## config.mk

```make
export PLATFORM = sky130hd
export DESIGN_NAME = mfp_bot_irq_sched
export DESIGN_NICKNAME = d
export VERILOG_FILES = /design/src/rtl/mfp_bot_irq_sched.sv
export SDC_FILE = /design/constraint.sdc
export NUM_CORES = 1
export LEC_CHECK = 0
export CAP_MARGIN = 30
export CORE_MARGIN = 4
export CORE_UTILIZATION = 50
export CTS_CLUSTER_SIZE = 30
export DETAILED_ROUTE_END_ITERATION = 8
export MAX_ROUTING_LAYER = met4
export PLACE_DENSITY = 0.74
export SYNTH_ARGS = -nofsm -noshare
export SYNTH_HDL_FRONTEND = slang
export SYNTH_SLANG_ARGS = --single-unit
```

## constraint.sdc

```tcl
create_clock -name clk1_in -period 2.6 [get_ports clk1_in]
set_clock_uncertainty 0.2 [all_clocks]
set_input_delay 0.39 -clock clk1_in [delete_from_list [all_inputs] [get_ports clk1_in]]
set_output_delay 0.39 -clock clk1_in [all_outputs]
set_load 0.1 [all_outputs]
```

## src/rtl/mfp_bot_irq_sched.sv

```systemverilog
// Round-robin update-interrupt scheduler: latches source events and hands them to the core one at a time.
// Optional per-source arbitration mask is enabled with `define IRQ_MASK_EN.
module mfp_bot_irq_sched #(
  parameter int SRC_W       = 2,
  parameter int TIMEOUT_CYC = 50000,
  parameter int OVR_W       = 8
) (
  input  logic                      clk1_in,
  input  logic                      reset,
  input  logic [(1 << SRC_W)-1:0]   IO_Src_Updt,
  input  logic                      IO_INT_ACK,
`ifdef IRQ_MASK_EN
  input  logic [(1 << SRC_W)-1:0]   IO_IntMask,
`endif
  output logic                      IO_BotUpdt_Sync,
  output logic [SRC_W-1:0]          IO_IntSrc,
  output logic [(1 << SRC_W)-1:0]   IO_Pending,
  output logic [OVR_W-1:0]          IO_Overrun_Cnt,
  output logic                      IO_Timeout
);

  localparam int NSRC  = 1 << SRC_W;
  localparam int TMR_W = (TIMEOUT_CYC > 2) ? $clog2(TIMEOUT_CYC) : 1;
  localparam logic [TMR_W-1:0] TMR_LAST = TMR_W'(TIMEOUT_CYC - 1);

  typedef enum logic [1:0] {IDLE, ASSERT, WAIT_DROP} state_t;

  state_t           state;
  logic [NSRC-1:0]  src_q;
  logic [SRC_W-1:0] rr_ptr;
  logic [TMR_W-1:0] timer;

  logic [NSRC-1:0]  rise;
  logic [NSRC-1:0]  eligible;
  logic [NSRC-1:0]  grant_clr;
  logic             gnt_found;
  logic [SRC_W-1:0] gnt_id;
  logic [SRC_W-1:0] idx;
  logic             overrun_hit;

  function automatic logic [OVR_W-1:0] sat_inc(input logic [OVR_W-1:0] v);
    return (&v) ? v : v + 1'b1;
  endfunction

  assign rise = IO_Src_Updt & ~src_q;

`ifdef IRQ_MASK_EN
  assign eligible = IO_Pending & ~IO_IntMask;
`else
  assign eligible = IO_Pending;
`endif

  // Rotating priority: first eligible source at or above rr_ptr, wrapping modulo NSRC.
  always_comb begin
    gnt_found = 1'b0;
    gnt_id    = '0;
    idx       = '0;
    for (int k = 0; k < NSRC; k++) begin
      idx = rr_ptr + SRC_W'(k);
      if (!gnt_found && eligible[idx]) begin
        gnt_found = 1'b1;
        gnt_id    = idx;
      end
    end
  end

  assign grant_clr   = (state == IDLE && gnt_found) ? (NSRC'(1) << gnt_id) : '0;
  // A rise on the source being granted this cycle re-arms it rather than counting as lost.
  assign overrun_hit = |(rise & IO_Pending & ~grant_clr);

  always_ff @(posedge clk1_in) begin
    if (reset) begin
      state           <= IDLE;
      src_q           <= '0;
      rr_ptr          <= '0;
      timer           <= '0;
      IO_BotUpdt_Sync <= 1'b0;
      IO_IntSrc       <= '0;
      IO_Pending      <= '0;
      IO_Overrun_Cnt  <= '0;
      IO_Timeout      <= 1'b0;
    end else begin
      src_q      <= IO_Src_Updt;
      IO_Pending <= (IO_Pending & ~grant_clr) | rise;
      if (overrun_hit) IO_Overrun_Cnt <= sat_inc(IO_Overrun_Cnt);
      case (state)
        IDLE: begin
          if (gnt_found) begin
            IO_IntSrc       <= gnt_id;
            rr_ptr          <= gnt_id + SRC_W'(1);
            IO_BotUpdt_Sync <= 1'b1;
            timer           <= '0;
            state           <= ASSERT;
          end
        end
        ASSERT: begin
          if (IO_INT_ACK) begin
            IO_BotUpdt_Sync <= 1'b0;
            state           <= WAIT_DROP;
          end else if (timer == TMR_LAST) begin
            IO_BotUpdt_Sync <= 1'b0;
            IO_Timeout      <= 1'b1;
            state           <= WAIT_DROP;
          end else begin
            timer <= timer + 1'b1;
          end
        end
        WAIT_DROP: begin
          if (!IO_INT_ACK) state <= IDLE;
        end
        default: state <= IDLE;
      endcase
    end
  end

endmodule
```

==> results.toml <==
[cts]
cts_max_level = 2
clock_sinks = 40
clkTransAtPathRegs_ns = 0.07
cts_buffers = 5
cts_root_buf = "clkbuf_8"
cts_tree = "done"
clock_latency_ns = 0.29
clockBufferDepth = 2
hold_buffers = 0

[logic_synthesis]
syn_nets = 234
ys.flop_type = "dfxtp_1"
synth-edff-count = 0
syn_area_um2 = 1980
synth_cell_types = 45
ys_seq_elements = 40
synth_async_sr_flop_share = 0
yosysSeqAreaShare = 0.404
synth_warnings = 0
avgSynthCellArea_um2 = 8.97
syn_inst = 221

[timing]
finalSetupTns_ns = 0
finalMaxSlewViolations = 0
fmax_ghz = 0.385
post-route-period-util = 0.999
worst_slack_ns = 0.00329
finalHoldViolCount = 0
layout_min_cycle_time_ns = 2.60
worstMarginPinSlew_ns = 0.600
setup_viol = 0
slew_headroom = 0.597
rsz0062_at_grt = "true"
hold_ws_ns = 0.279

[die]
dieArea_um2 = 5040
num_rows = 22
ios = 23
die_w_um = 71.0
coreArea_um2 = 3740
chipHeight_um = 71.0
start_util = 0.530

[power_and_ir_drop]
p_per_area_nw_per_um2 = 661
switching_share = 0.353
ir_worst_vdd_v = 0.000420
p_seq_frac = 0.431
total_power_mw = 1.62
p_leak_nw = 0.943
combPwrFrac = 0.311
power.share.clock = 0.259
p_sw_mw = 0.572
intPower_mw = 1.05

[worst_setup_path]
end_kind = "flip-flop"
startpoint_type = "flip-flop"
path_class = "flip-flop to flip-flop"
worstPathArrival_ns = 2.57
cp_max_fo = 7
required_ns = 2.58

[placement]
dp_slack_ns = -0.0650
placedInstanceArea_um2 = 2280
dp_cells = 291
dpl.hpwl_mm = 2.67
numPortBuffers = 22
routabilityCongestion = 0.770

[global_routing]
track_usage = 0.162
antenna_found_initial = 0
overflow = 0
grt_pass1_vias = 1472
grt_pass1_wl_mm = 6.56
grt_max_degree = 36

[detailed_routing]
initialDrtViolationCount = 69
vias_per_cell = 5.36
vias = 1613
dr.pass1.iters = 4
wl_mm = 3.90
ant_nets = 0
drc = 0
avgRoutedWirePerCell_um = 13.0

[cells_and_area]
fin_cells = 301
utilization = 0.656
num-nets-final = 265
most-common-layout-cells = "34 x dfxtp_1, 31 x nor2_1, 24 x buf_4, 19 x a21oi_1, 11 x nand2_1"
num_antenna_cells = 0
final_layout_size_suffix_gt1_frac = 0.249
synthToLayoutAreaGrowth_pct = 23.8
fillers = 337
postLayoutCellArea_um2 = 2460
final_common_cell = "dfxtp_1"

[run_status]
outcome = "complete, no violations"

[run]
drv_cap = 0

[min_path]
hold_path_class = "flip-flop to flip-flop"
-- worst max-delay path, stage by stage, from the launching register on --
cell and delay, ns:
dfxtp_4 0.38, nor4_2 0.27, buf_4 0.17, nor4_4 0.04, buf_4 0.15, ha_4 0.14
a21bo_1 0.21, o22a_4 0.27, a21oi_4 0.20, nand4_1 0.13, mux2_4 0.31
-- cell usage after synthesis, types with 4 or more instances --
library cell | n | share of area
a21oi_1 | 21 | 0.053
and3_1 | 5 | 0.016
and4_1 | 4 | 0.018
clkbuf_1 | 5 | 0.0095
dfxtp_1 | 40 | 0.40
ha_1 | 6 | 0.038
inv_1 | 5 | 0.0095
mux2i_1 | 5 | 0.025
nand2_1 | 11 | 0.021
nand2b_1 | 4 | 0.013
nand3_1 | 7 | 0.018
nand4_1 | 4 | 0.013
nor2_1 | 32 | 0.061
nor2b_1 | 6 | 0.019
nor3_1 | 5 | 0.013
o21ai_0 | 7 | 0.018
xnor2_1 | 6 | 0.026
xor2_1 | 5 | 0.022
-- power groups by stage --
stage          Clock [mW]  Combinational (mW)  Sequential, mW
2_1_floorplan           0               0.204           0.842
3_3_place_gp            0               0.462           0.703
3_5_place_dp            0               0.465           0.704
4_1_cts             0.431               0.467           0.691
5_1_grt             0.455               0.543           0.707
6_report            0.420               0.504           0.699
-- area by class of cell --
class / instances / area [um^2] / area share
timing repair buffer: 32 / 280 / 0.114
multi-input combinational: 168 / 1190 / 0.483
sequential: 40 / 821 / 0.334
tap: 48 / 60.1 / 0.0245
inverter: 5 / 18.8 / 0.00764
clock buffer: 8 / 90.1 / 0.0367
-- logic make-up after synthesis --
logic type / synth area share
xor gates and xnor gates: 0.0486
adders and majority gates: 0.0379
and+or+nand+nor: 0.281
AOI/OAI and AO/OA: 0.165
muxes: 0.0366
buffers and inverters: 0.0278
DFF: 0.404
-- path summary, 6_finish.rpt --
path | from | to | slack (ns) | depth (start not counted)
worst min-delay path | timer[15]$_SDFFE_PP0P_ | timer[15]$_SDFFE_PP0P_ | 0.28 | 1
worst min register to register | timer[15]$_SDFFE_PP0P_ | timer[15]$_SDFFE_PP0P_ | 0.28 | 1
worst max-delay path | IO_Pending[0]$_SDFF_PP0_ | IO_Overrun_Cnt[4]$_SDFFE_PP0P_ | 0.003 | 10
worst max register to register | IO_Pending[0]$_SDFF_PP0_ | IO_Overrun_Cnt[4]$_SDFFE_PP0P_ | 0.003 | 10
-- metal layers --
layer,share of wire,global-route usage,vias to the layer above
met2,0.43,0.232,25
met1,0.51,0.226,747
met4,0.014,0.0564,0
met3,0.043,0.0341,6
li1,-,-,835
met5,0,-,-
-- registers in the layout, summed over array words and instances (netlist names) --
| register | flops |
|---|---|
| IO_Overrun_Cnt | 8 |
| IO_Timeout | 1 |
| rr_ptr | 2 |
| timer | 16 |
| IO_BotUpdt_Sync | 1 |
| IO_Pending | 4 |
| src_q | 4 |
| state | 2 |
| IO_IntSrc | 2 |
-- what timing repair did --
action / in CTS / in global routing
setup buffers: 0 / 2
hold endpoints to repair: 0 / 0
pin swaps: 1 / 6
setup endpoints to repair: 3 / 7
resized for setup: 1 / 15
Power figures use the tool's default switching activity.
